$ cat src/rtl/char_gen_pkg.sv
// rtl/char_gen_pkg.sv - shared cell modes, SG4 quadrant bit positions and width helper
package char_gen_pkg;

    typedef enum logic {
        MODE_ALNUM = 1'b0,
        MODE_SG4   = 1'b1
    } cell_mode_e;

    localparam int QUAD_UL = 3;
    localparam int QUAD_UR = 2;
    localparam int QUAD_LL = 1;
    localparam int QUAD_LR = 0;

    function automatic int clog2(input int value);
        int r;
        r = 0;
        while ((1 << r) < value) begin
            r = r + 1;
        end
        return r;
    endfunction

endpackage

$ cat src/rtl/char_gen_multi_shifter.sv
// rtl/char_gen_multi_shifter.sv - parallel-load pixel serialiser with prescaler and cell timing
module char_gen_shifter
    import char_gen_pkg::*;
#(
    parameter int CHAR_W  = 8,
    parameter int PIX_DIV = 2
) (
    input  logic              clk_i,
    input  logic              rst_i,
    input  logic              load_i,
    input  logic [CHAR_W-1:0] pattern_i,
    input  logic [2:0]        color_i,
    output logic              pixel_bit_o,
    output logic [2:0]        pixel_color_o,
    output logic              pixel_valid_o
);

    localparam int CNT_W = (clog2(CHAR_W) > 0) ? clog2(CHAR_W) : 1;
    localparam logic [CNT_W-1:0] LAST_PIX = CNT_W'(CHAR_W - 1);

    logic [CHAR_W-1:0] shift_q;
    logic [CNT_W-1:0]  pix_cnt_q;
    logic              phase_q;
    logic              bit_q;
    logic              valid_q;
    logic [2:0]        color_q;
    logic              pix_done;

    assign pix_done = (PIX_DIV == 1) || phase_q;

    // A load always wins, so a new cell cleanly replaces whatever was being shifted.
    always_ff @(posedge clk_i or posedge rst_i) begin
        if (rst_i) begin
            shift_q   <= '0;
            pix_cnt_q <= '0;
            phase_q   <= 1'b0;
            bit_q     <= 1'b0;
            valid_q   <= 1'b0;
            color_q   <= '0;
        end else if (load_i) begin
            shift_q   <= pattern_i >> 1;
            bit_q     <= pattern_i[0];
            pix_cnt_q <= '0;
            phase_q   <= 1'b0;
            valid_q   <= 1'b1;
            color_q   <= color_i;
        end else if (valid_q) begin
            phase_q <= !pix_done;
            if (pix_done) begin
                if (pix_cnt_q == LAST_PIX) begin
                    valid_q <= 1'b0;
                    bit_q   <= 1'b0;
                end else begin
                    pix_cnt_q <= pix_cnt_q + 1'b1;
                    bit_q     <= shift_q[0];
                    shift_q   <= shift_q >> 1;
                end
            end
        end
    end

    assign pixel_bit_o   = bit_q;
    assign pixel_color_o = color_q;
    assign pixel_valid_o = valid_q;

endmodule

$ cat src/rtl/sprom.sv
// rtl/sprom.sv - synchronous glyph ROM, one-cycle read latency
module sprom #(
    parameter int ADDR_W    = 12,
    parameter     INIT_FILE = "./roms/charrom_4k.mif"
) (
    input  logic              clk_i,
    input  logic [ADDR_W-1:0] addr_i,
    output logic [7:0]        data_o
);

    // Only the charrom_4k glyph set is compiled in; any other name gives a blank ROM.
    localparam bit BUILTIN = (INIT_FILE == "./roms/charrom_4k.mif");

    function automatic logic [7:0] glyph_byte(input logic [ADDR_W-1:0] a);
        logic [7:0] code;
        logic [3:0] row;
        logic [7:0] g;
        code = a[ADDR_W-1 -: 8];
        row  = 4'(a[ADDR_W-9:0]);
        if (code == 8'h41) begin
            case (row)
                4'd1:                    g = 8'h08;
                4'd2:                    g = 8'h1C;
                4'd3:                    g = 8'h36;
                4'd4, 4'd5, 4'd7, 4'd8:  g = 8'h22;
                4'd6:                    g = 8'h3E;
                default:                 g = 8'h00;
            endcase
        end else begin
            g = (code * 8'd37) ^ {row, row};
        end
        return g;
    endfunction

    always_ff @(posedge clk_i) begin
        data_o <= BUILTIN ? glyph_byte(addr_i) : 8'h00;
    end

endmodule

$ cat src/rtl/char_gen_multi.sv
// rtl/char_gen_multi.sv - text cell to serial pixel stream, alphanumeric and semigraphics-4
module char_gen_multi
    import char_gen_pkg::*;
#(
    parameter int CHAR_W    = 8,
    parameter int ROM_ROWS  = 16,
    parameter int CHAR_ROWS = 12,
    parameter int LINE_DIV  = 2,
    parameter int PIX_DIV   = 2,
    parameter     ROM_FILE  = "./roms/charrom_4k.mif"
) (
    input  logic       pixel_clock,
    input  logic       reset,
    input  logic       cell_start,
    input  logic [7:0] char_code,
    input  logic [4:0] subchar_line,
    input  logic       gfx_en,
    input  logic       inverse,
    input  logic [2:0] fg_color,
    input  logic       blank,
    output logic       pixel_on,
    output logic [2:0] pixel_color,
    output logic       pixel_valid
);

    localparam int ROW_AW   = clog2(ROM_ROWS);
    localparam int ROM_AW   = 8 + ROW_AW;
    localparam int HALF_W   = CHAR_W / 2;
    localparam int ROM_BITS = (CHAR_W < 8) ? CHAR_W : 8;
    localparam logic [4:0] ROW_LIMIT  = 5'(CHAR_ROWS);
    localparam logic [4:0] HALF_LIMIT = 5'(CHAR_ROWS / 2);

    logic [3:0]        row;
    logic [ROM_AW-1:0] rom_addr;
    logic [7:0]        rom_data;

    assign row      = (LINE_DIV == 2) ? subchar_line[4:1] : subchar_line[3:0];
    assign rom_addr = {char_code, row[ROW_AW-1:0]};

    sprom #(
        .ADDR_W    (ROM_AW),
        .INIT_FILE (ROM_FILE)
    ) u_rom (
        .clk_i  (pixel_clock),
        .addr_i (rom_addr),
        .data_o (rom_data)
    );

    // Cell context captured alongside the ROM read so both line up one cycle later.
    cell_mode_e mode_d, mode_q;
    logic [6:0] code_q;
    logic [3:0] row_q;
    logic       inv_q;
    logic [2:0] fg_q;
    logic       load_q;

    assign mode_d = (gfx_en && char_code[7]) ? MODE_SG4 : MODE_ALNUM;

    always_ff @(posedge pixel_clock or posedge reset) begin
        if (reset) begin
            mode_q <= MODE_ALNUM;
            code_q <= '0;
            row_q  <= '0;
            inv_q  <= 1'b0;
            fg_q   <= '0;
            load_q <= 1'b0;
        end else begin
            load_q <= cell_start;
            if (cell_start) begin
                mode_q <= mode_d;
                code_q <= char_code[6:0];
                row_q  <= row;
                inv_q  <= inverse;
                fg_q   <= fg_color;
            end
        end
    end

    logic [CHAR_W-1:0] pattern_d;
    logic [2:0]        color_d;
    logic              row_visible;
    logic              upper_half;

    assign row_visible = ({1'b0, row_q} < ROW_LIMIT);
    assign upper_half  = ({1'b0, row_q} < HALF_LIMIT);

    always_comb begin
        pattern_d = '0;
        color_d   = fg_q;
        if (mode_q == MODE_SG4) begin
            color_d = code_q[6:4];
            if (row_visible) begin
                for (int i = 0; i < CHAR_W; i++) begin
                    if (upper_half) begin
                        pattern_d[i] = (i < HALF_W) ? code_q[QUAD_UL] : code_q[QUAD_UR];
                    end else begin
                        pattern_d[i] = (i < HALF_W) ? code_q[QUAD_LL] : code_q[QUAD_LR];
                    end
                end
            end
        end else begin
            if (row_visible) begin
                for (int i = 0; i < ROM_BITS; i++) begin
                    pattern_d[i] = rom_data[i];
                end
            end
            if (inv_q) begin
                pattern_d = ~pattern_d;
            end
        end
    end

    logic pix_bit;

    char_gen_shifter #(
        .CHAR_W  (CHAR_W),
        .PIX_DIV (PIX_DIV)
    ) u_shifter (
        .clk_i         (pixel_clock),
        .rst_i         (reset),
        .load_i        (load_q),
        .pattern_i     (pattern_d),
        .color_i       (color_d),
        .pixel_bit_o   (pix_bit),
        .pixel_color_o (pixel_color),
        .pixel_valid_o (pixel_valid)
    );

    assign pixel_on = pix_bit & ~blank;

endmodule

$ cat config.mk
export PLATFORM = sky130hd
export DESIGN_NAME = char_gen_multi
export DESIGN_NICKNAME = d
export VERILOG_FILES = /design/src/rtl/char_gen_pkg.sv /design/src/rtl/char_gen_multi_shifter.sv /design/src/rtl/sprom.sv /design/src/rtl/char_gen_multi.sv
export SDC_FILE = /design/constraint.sdc
export NUM_CORES = 1
export LEC_CHECK = 0
export ABC_CLOCK_PERIOD_IN_PS = 1800
export BUFFER_PORTS_ARGS = -buffer_cell sky130_fd_sc_hd__buf_2
export CORE_MARGIN = 3
export CORE_UTILIZATION = 29
export DETAILED_ROUTE_END_ITERATION = 10
export GPL_ROUTABILITY_DRIVEN = 1
export PLACE_DENSITY = 0.54
export SYNTH_ARGS = -nofsm -noshare
export SYNTH_HDL_FRONTEND = slang
export SYNTH_SLANG_ARGS = --single-unit
$ cat constraint.sdc
create_clock -name pixel_clock -period 1.8 [get_ports pixel_clock]
set_input_delay 0.09 -clock pixel_clock [delete_from_list [all_inputs] [get_ports pixel_clock]]
set_output_delay 0.09 -clock pixel_clock [all_outputs]
set_load 0.05 [all_outputs]
==> reports/results.ini, run 1 <==
[critical_path]
startpoint_type=input pin
worstPathCellList=buf_2 -> buf_4 -> ha_1 -> ha_1 -> ha_1 -> fa_1 -> xor2_1 -> xnor2_1 -> nor2_1
critPathTopFamily=adder cells
worstReg2RegStart=u_shifter.pix_cnt_q[0]
ff2ff_setup_slack_ns=0.20
crit_type=in -> reg
worst_path_largest_cell_delay_ns=0.39
cp_num_buf_inv=2
reg2reg_depth=5
arrival_ns=1.94
crit_path_frequent_cell=ha_1
critPathSlowestCell=fa_1
required_ns=1.98
r2r_end=u_shifter.shift_q[6]
cp-end-kind=register
critPathMaxFanout=3

[synth]
yosysSeqAreaShare=0.422
syn_nets=256
synth_top_area_frac=0.351
ys_seq_elements=40
yosysMostFrequentCell=dfrtp_1
synth_edf_count=0
avgSynthCellArea_um2=10.6
yosys.area.top_type=dfrtp_1
yosys-top-cells-area=dfrtp_1 (35%), ha_1 (9.9%), dfxtp_1 (7.0%)
yosys_warnings=0
synthCells=214
ys_types=34
synth-async-reset-ratio=0.800
synth_ff_type=dfrtp_1
synth_common_cells=dfrtp_1 (32), a21oi_1 (18), ha_1 (18)
syn_area_um2=2280

[clock_network]
max-clock-path-buffers=2
path_clk_slew_ns=0.08
numCtsBuffers=5
tritoncts=yes
htreeDepth=2
cts_resized=0
clock_sinks=40
root_buffer=clkbuf_8
cts_setup_buffers=0
clk_latency_ns=0.29

[final_layout]
nets=290
num_antenna_cells=0
area_growth_pct=19.8
drive_above_1_share=0.285
fin_util=0.366
fill_cells=797
finalInstanceArea_um2=2730

[timing]
hold_ws_ns=0.0264
fmax_ghz=0.568
slew_violations=0
hold_viol=0
rsz0062_at_grt=false
setup_viol=0
min_period_ns=1.76
max_slew_margin=0.705
worstMarginPinSlew_ns=0.438
fin_ws_ns=0.0403
period_share=0.978
fin_worst_skew_ns=0.00557
finalSetupTns_ns=0

[global_route]
overflow=0
grt_use_total=0.109
grt_first_pass_wirelength_um=7610
antenna_found_initial=0
first_global_vias=1599
grt_max_degree=33

[placement]
routabilityCongestion=0.770
post-place-ws_ns=-0.269
dp_hpwl_um=3440
dpl-instance-area_um2=2620
io_buffers=25

[floorplan]
num_rows=31
start_util=0.306
die_width_um=94.6
die_y_um=94.6
die_area_um2=8960
core-area_um2=7450
io_pins=27

[detailed_routing]
wl_um=4490
routedWlPerCell_um=12.9
first_pass_iters=4
drt_iter0_markers=47
vias=1588
ant_nets=0
drc=0
vias_per_cell=4.56

[pwr]
combPwrFrac=0.266
max-vdd-ir-drop_mv=0.365
p_int_mw=1.72
p_per_area_nw_per_um2=890
power.switching_mw=0.712
leakage_nw=1.20
p_seq_frac=0.465
pwr-share-clk=0.269
swShare=0.293

[flow_run]
maxCapViolCount=0

[outcome]
status=complete, no violations

[hold_path]
hold_start=fg_color[1]
holdPathStages=2
hold_class=in -> reg
hold_path_end=fg_q[1]

==> sequential cells by signal, summed over array words and instances, names as in the netlist <==
register                 count
code_q                       7
fg_q                         3
inv_q                        1
load_q                       1
mode_q                       1
row_q                        3
u_rom.data_o                 8
u_shifter.phase_q            1
u_shifter.pix_cnt_q          3
u_shifter.pixel_bit_o        1
u_shifter.pixel_color_o      3
u_shifter.pixel_valid_o      1
u_shifter.shift_q            7
==> metal layers <==
metal	track usage	vias to the layer above	wire length [um]
li1	-	812	-
met1	0.142	749	2190
met2	0.174	22	2100
met3	0.0311	5	163
met4	0.0337	0	42
met5	0	-	0
==> timing repair <==
action / in CTS / in global routing
hold buffers: 1 / 0
hold endpoints to repair: 32 / 0
setup endpoints to repair: 0 / 0
==> through the flow <==
stage	total power, mW	std cells
finish	2.43	348
global route	2.59	348
CTS	2.46	348
detailed placement	1.81	339
global placement	1.79	339
floorplan	1.63	214
==> worst max-delay path by stage <==
stage / start / end / slack, ns / depth (start not counted)
after floorplan: char_code[4] / u_rom.data_o[6] / -0.03 / 9
after global placement: char_code[4] / u_rom.data_o[6] / -0.25 / 9
after detailed placement: char_code[4] / u_rom.data_o[6] / -0.27 / 10
after CTS: char_code[4] / u_rom.data_o[6] / 0.02 / 9
after global routing: char_code[4] / u_rom.data_o[6] / 0.002 / 10
final: char_code[4] / u_rom.data_o[6] / 0.04 / 9
==> cell families (layout without fill, tap and decap cells) <==
logic type,Yosys count,count (layout),synth area share
compound gates,49,49,0.138
flops,40,40,0.422
simple gates,40,40,0.0901
xor+xnor,23,23,0.0945
mux,21,21,0.0999
buf+inv,21,56,0.0395
fa+ha+maj,20,20,0.116
==> worst reg2reg max path, delay by kind of cell (launching register included) <==
family / cells / cell delay [ns]
adder cells (fa/ha/maj): 2 / 0.47
flip-flops: 1 / 0.40
AND/OR/NAND/NOR: 1 / 0.37
AO/OA/AOI/OAI: 2 / 0.23
==> power groups by stage <==
stage / sequential, mW / clock, mW / combinational, mW
after global placement: 1.15 / 0 / 0.644
final: 1.13 / 0.654 / 0.646
after global routing: 1.15 / 0.712 / 0.730
after floorplan: 1.14 / 0 / 0.492
after detailed placement: 1.15 / 0 / 0.656
after CTS: 1.13 / 0.665 / 0.660
==> placed cells by master (no fill, tap or decap), types with 2 or more instances in the layout <==
cell / netlist / layout
a21boi_0: 9 / 9
nand2_1: 16 / 16
a21o_1: 2 / 2
ha_1: 18 / 14
xor2_1: 10 / 10
buf_2: 6 / 25
inv_2: 0 / 2
mux2i_1: 7 / 7
o21ai_0: 7 / 7
dfrtp_1: 32 / 32
a32oi_1: 3 / 3
nor2_1: 11 / 11
nand3_1: 3 / 3
nor4b_2: 2 / 2
o21ai_1: 2 / 2
buf_4: 1 / 12
xnor2_1: 12 / 12
inv_1: 10 / 8
mux2_2: 14 / 14
clkbuf_8: 0 / 7
fa_1: 2 / 2
ha_4: 0 / 4
a21oi_1: 18 / 17
a21bo_2: 2 / 2
dfxtp_1: 8 / 8
nand3b_1: 2 / 2
o221ai_1: 4 / 4
==> final cells by class <==
cell class              instances  area [um^2]  share of cell area
multi-input cells             153         1280               0.470
repair buffers                 38          225              0.0825
clock buffers                   8          100              0.0367
flip-flops and latches         40          961               0.352
inverters                      10         37.5              0.0138
well taps                      99          124              0.0454
Power figures use the tool's default switching activity.
==> inputs of run 2 (changes only) <==
--- a/config.mk
+++ b/config.mk
@@ -6,9 +6,10 @@
 export NUM_CORES = 1
 export LEC_CHECK = 0
 export ABC_CLOCK_PERIOD_IN_PS = 1800
-export BUFFER_PORTS_ARGS = -buffer_cell sky130_fd_sc_hd__buf_2
+export BUFFER_PORTS_ARGS = -buffer_cell sky130_fd_sc_hd__clkbuf_2
 export CORE_MARGIN = 3
 export CORE_UTILIZATION = 29
+export CTS_BUF_LIST = sky130_fd_sc_hd__clkbuf_8
 export DETAILED_ROUTE_END_ITERATION = 10
 export GPL_ROUTABILITY_DRIVEN = 1
 export PLACE_DENSITY = 0.54
==> reports/results.ini, run 2 (same netlist as run 1, synthesis figures left out) <==
[detailed_routing]
routedWlPerCell_um=12.6
wl_um=4380
ant_nets=0
vias=1579
drc=0
drt_iter0_markers=54
vias_per_cell=4.54
first_pass_iters=4

[timing]
worstMarginPinSlew_ns=0.448
slew_violations=0
rsz0062_at_grt=true
hold_ws_ns=0.0318
hold_viol=0
fin_worst_skew_ns=0.00874
max_slew_margin=0.698
min_period_ns=1.72
period_share=0.953
setup_viol=0
fmax_ghz=0.583

[critical_path]
critPathTopFamily=adder cells
crit_type=in -> reg
worstPathCellList=clkbuf_2 -> ha_4 -> ha_4 -> inv_2 -> fa_1 -> inv_2 -> ha_4 -> xor2_1 -> xnor2_1 -> nor2_1
crit_start=char_code[4]
worstReg2RegStart=u_shifter.pix_cnt_q[0]
cp-end-kind=register
required_ns=1.98
arrival_ns=1.90
startpoint_type=input pin
critPathMaxFanout=3
cp_num_buf_inv=3
ff2ff_setup_slack_ns=0.18
crit_path_frequent_cell=ha_4
critPathSlowestCell=fa_1
worst_path_largest_cell_delay_ns=0.48

[clock_network]
path_clk_slew_ns=0.08
htreeDepth=2
max-clock-path-buffers=2
clk_latency_ns=0.29
root_buffer=clkbuf_8
cts_setup_buffers=0
numCtsBuffers=5
clock_sinks=40
tritoncts=yes

[flow_run]
maxCapViolCount=0

[placement]
dp_hpwl_um=3400
routabilityCongestion=0.705
io_buffers=25
dp.cells=339

[final_layout]
area_growth_pct=21.3
drive_above_1_share=0.289
fin_util=0.371
mostFrequentLayoutCells=dfrtp_1 (32), clkbuf_2 (25), a21oi_1 (17)
num_antenna_cells=0
reg_top3=u_rom.data_o: 8 flops, code_q: 7 flops, u_shifter.shift_q: 7 flops
nets=290
regMostFlops=u_rom.data_o
largest_register_ffs=8
final_common_cell=dfrtp_1
fin_cells=348

[floorplan]
core-area_um2=7450
die_area_um2=8960
die_width_um=94.6
io_pins=27
die_y_um=94.6
num_rows=31
start_util=0.306

[global_route]
first_global_vias=1664
grt_use_total=0.108
antenna_found_initial=0
grt_first_pass_wirelength_um=7630
grt_max_degree=33
overflow=0

[pwr]
max-vdd-ir-drop_mv=0.404
p_per_area_nw_per_um2=949
leakage_nw=1.23

[hold_path]
hold_class=in -> reg
hold_start=fg_color[0]

[outcome]
status=complete, no violations

## run 2: changes by cell type in the layout (fill, tap and decap cells not counted), sizes merged
cell	before	now
inv	10	11
clkbuf	8	30
buf	37	12
bufinv	0	2
## run 2: final cells by class
class / instances / area, um^2
clock inverter: 3 / 63.8
clock buffer: 5 / 68.8
fill: 777 / 4680
inverter: 10 / 37.5
sequential: 40 / 961
tap: 99 / 124
multi-input combinational: 153 / 1280
timing repair buffer: 38 / 225
## run 2: metal layers
| layer | share of wire | GRT usage | routed length, um |
|---|---|---|---|
| met1 | 0.50 | 0.148 | 2180 |
| met2 | 0.45 | 0.167 | 1990 |
| met3 | 0.035 | 0.0247 | 154 |
| met4 | 0.012 | 0.0385 | 53 |
| met5 | 0 | 0 | 0 |
## run 2: final timing paths
path | depth (start not counted) | end
max | 10 | u_rom.data_o[6]
min | 2 | fg_q[0]
max reg2reg | 5 | u_shifter.shift_q[6]
min reg2reg | 1 | code_q[2]
max in group asynchronous | 4 | row_q[1]
min in group asynchronous | 4 | fg_q[1]
## run 2: through the flow
step | TNS [ns] | power, mW | instance area, um^2 | worst slack (ns)
after floorplan | -0.0319 | 1.63 | 2330 | -0.0319
after global placement | -0.596 | 1.79 | 2620 | -0.221
after detailed placement | -0.619 | 1.80 | 2620 | -0.232
after CTS | 0 | 2.66 | 2760 | 0.0804
after global routing | -0.0104 | 2.80 | 2760 | -0.0104
final | 0 | 2.62 | 2760 | 0.0841
## run 2: worst register-to-register path: cells and delay by family (launching register included)
| kind | cells | cell delay [ns] |
|---|---|---|
| AO/OA/AOI/OAI | 2 | 0.24 |
| adder cells (fa/ha/maj) | 2 | 0.47 |
| flip-flops | 1 | 0.41 |
| AND/OR/NAND/NOR | 1 | 0.38 |
## run 2: report_power, final
group / switching, mW / internal [mW] / leakage [nW] / total [mW]
registers: 0.0899 / 1.04 / 0.446 / 1.13
clock network: 0.299 / 0.548 / 0.0695 / 0.848
logic: 0.320 / 0.325 / 0.710 / 0.645
## run 2: timing repair
action / CTS / global route
gates resized for setup: 0 / 1
setup endpoints to repair: 0 / 2
hold buffers: 1 / 0
endpoints found under the hold margin: 32 / 0
==> inputs of run 3 (changes only) <==
--- a/config.mk
+++ b/config.mk
@@ -12,6 +12,7 @@
 export CTS_BUF_LIST = sky130_fd_sc_hd__clkbuf_8
 export DETAILED_ROUTE_END_ITERATION = 10
 export GPL_ROUTABILITY_DRIVEN = 1
+export MAX_ROUTING_LAYER = met4
 export PLACE_DENSITY = 0.54
 export SYNTH_ARGS = -nofsm -noshare
 export SYNTH_HDL_FRONTEND = slang
==> reports/results.ini, run 3 (same netlist as run 1, synthesis figures left out) <==
[outcome]
status=complete, no violations

[global_route]
grt_first_pass_wirelength_um=7640
first_global_vias=1671
antenna_found_initial=0
grt_max_degree=33
overflow=0
grt_use_total=0.111

[timing]
slew_violations=0
worstMarginPinSlew_ns=0.446
rsz0062_at_grt=true
period_share=0.953
hold_viol=0
max_slew_margin=0.699
fmax_ghz=0.583
min_period_ns=1.71
fin_worst_skew_ns=0.00753
setup_viol=0
fin_ws_ns=0.0851

[clock_network]
cts_setup_buffers=0
clk_latency_ns=0.29
tritoncts=yes
path_clk_slew_ns=0.08
clock_sinks=40
htreeDepth=2
numCtsBuffers=5
max-clock-path-buffers=2
root_buffer=clkbuf_8

[detailed_routing]
first_pass_iters=4
wl_um=4370
drc=0
vias_per_cell=4.54
routedWlPerCell_um=12.6
ant_nets=0
drt_iter0_markers=50
vias=1580

[floorplan]
die_width_um=94.6
die_y_um=94.6
start_util=0.306
core-area_um2=7450
num_rows=31
io_pins=27
die_area_um2=8960

[pwr]
pwr-share-clk=0.323
leakage_nw=1.23
p_int_mw=1.91
max-vdd-ir-drop_mv=0.404
power_mw=2.62
combPwrFrac=0.246
p_per_area_nw_per_um2=949
power.switching_mw=0.708
p_seq_frac=0.431
swShare=0.270

[placement]
routabilityCongestion=0.713
post-place-ws_ns=-0.232
io_buffers=25
dpl-instance-area_um2=2620
dp_hpwl_um=3400

[final_layout]
final_common_cell=dfrtp_1
area_growth_pct=21.3
finalInstanceArea_um2=2760
nets=290
mostFrequentLayoutCells=dfrtp_1 (32), clkbuf_2 (25), a21oi_1 (17)
reg_top3=u_rom.data_o: 8 flops, code_q: 7 flops, u_shifter.shift_q: 7 flops
regMostFlops=u_rom.data_o
largest_register_ffs=8
num_antenna_cells=0
drive_above_1_share=0.289

[critical_path]
arrival_ns=1.90
crit_type=in -> reg
startpoint_type=input pin
critPathMaxFanout=3
cp-end-kind=register
required_ns=1.98

[hold_path]
hold_class=in -> reg

[flow_run]
maxCapViolCount=0

run 3: through the flow:
step,setup TNS (ns),hold slack (ns),util,instances
2_1_floorplan,-0.0319,0.121,-,214
3_3_place_gp,-0.596,0.188,0.352,339
3_5_place_dp,-0.619,0.185,0.352,339
4_1_cts,0,0.0226,0.371,348
5_1_grt,-0.0105,0.0224,0.371,348
6_report,0,0.0316,0.371,348
run 3: worst max-delay path, cell delays in order:
cell      delay (ns)
clkbuf_2        0.12
ha_4            0.25
ha_4            0.25
inv_2           0.03
fa_1            0.48
inv_2           0.05
ha_4            0.26
xor2_1          0.16
xnor2_1         0.14
nor2_1          0.06
run 3: metal layers:
| layer | GRT usage | part of all wire | vias up | wire length, um |
|---|---|---|---|---|
| met5 | - | 0 | - | 0 |
| met4 | 0.0385 | 0.014 | 0 | 63 |
| met3 | 0.0247 | 0.037 | 7 | 162 |
| met2 | 0.168 | 0.45 | 23 | 1970 |
| met1 | 0.147 | 0.50 | 740 | 2170 |
| li1 | - | - | 810 | - |
run 3: power by group through the flow:
stage	Clock (mW)	Combinational, mW	Sequential, mW
after floorplan	0	0.492	1.14
after global placement	0	0.644	1.15
after detailed placement	0	0.650	1.15
after CTS	0.871	0.655	1.13
after global routing	0.914	0.736	1.15
final	0.847	0.644	1.13
run 3: final cells by class:
type,count,area (um^2)
sequential,40,961
clock inverter,3,63.8
timing repair buffer,38,225
multi-input combinational,153,1280
fill,777,4680
clock buffer,5,68.8
tap,99,124
inverter,10,37.5
run 3: worst paths after layout:
kind	cells past startpoint	endpoint	slack (ns)	start
max	10	u_rom.data_o[6]	0.09	char_code[4]
min	2	fg_q[0]	0.03	fg_color[0]
max reg2reg	5	u_shifter.shift_q[6]	0.18	u_shifter.pix_cnt_q[0]
min reg2reg	1	code_q[2]	0.50	code_q[2]
max in group asynchronous	4	row_q[1]	1.10	reset
min in group asynchronous	4	fg_q[1]	0.40	reset
run 3: what timing repair did:
action	in CTS	in global routing
hold buffers	1	0
resized for setup	0	1
hold endpoints to repair	32	0
setup endpoints to repair	0	2
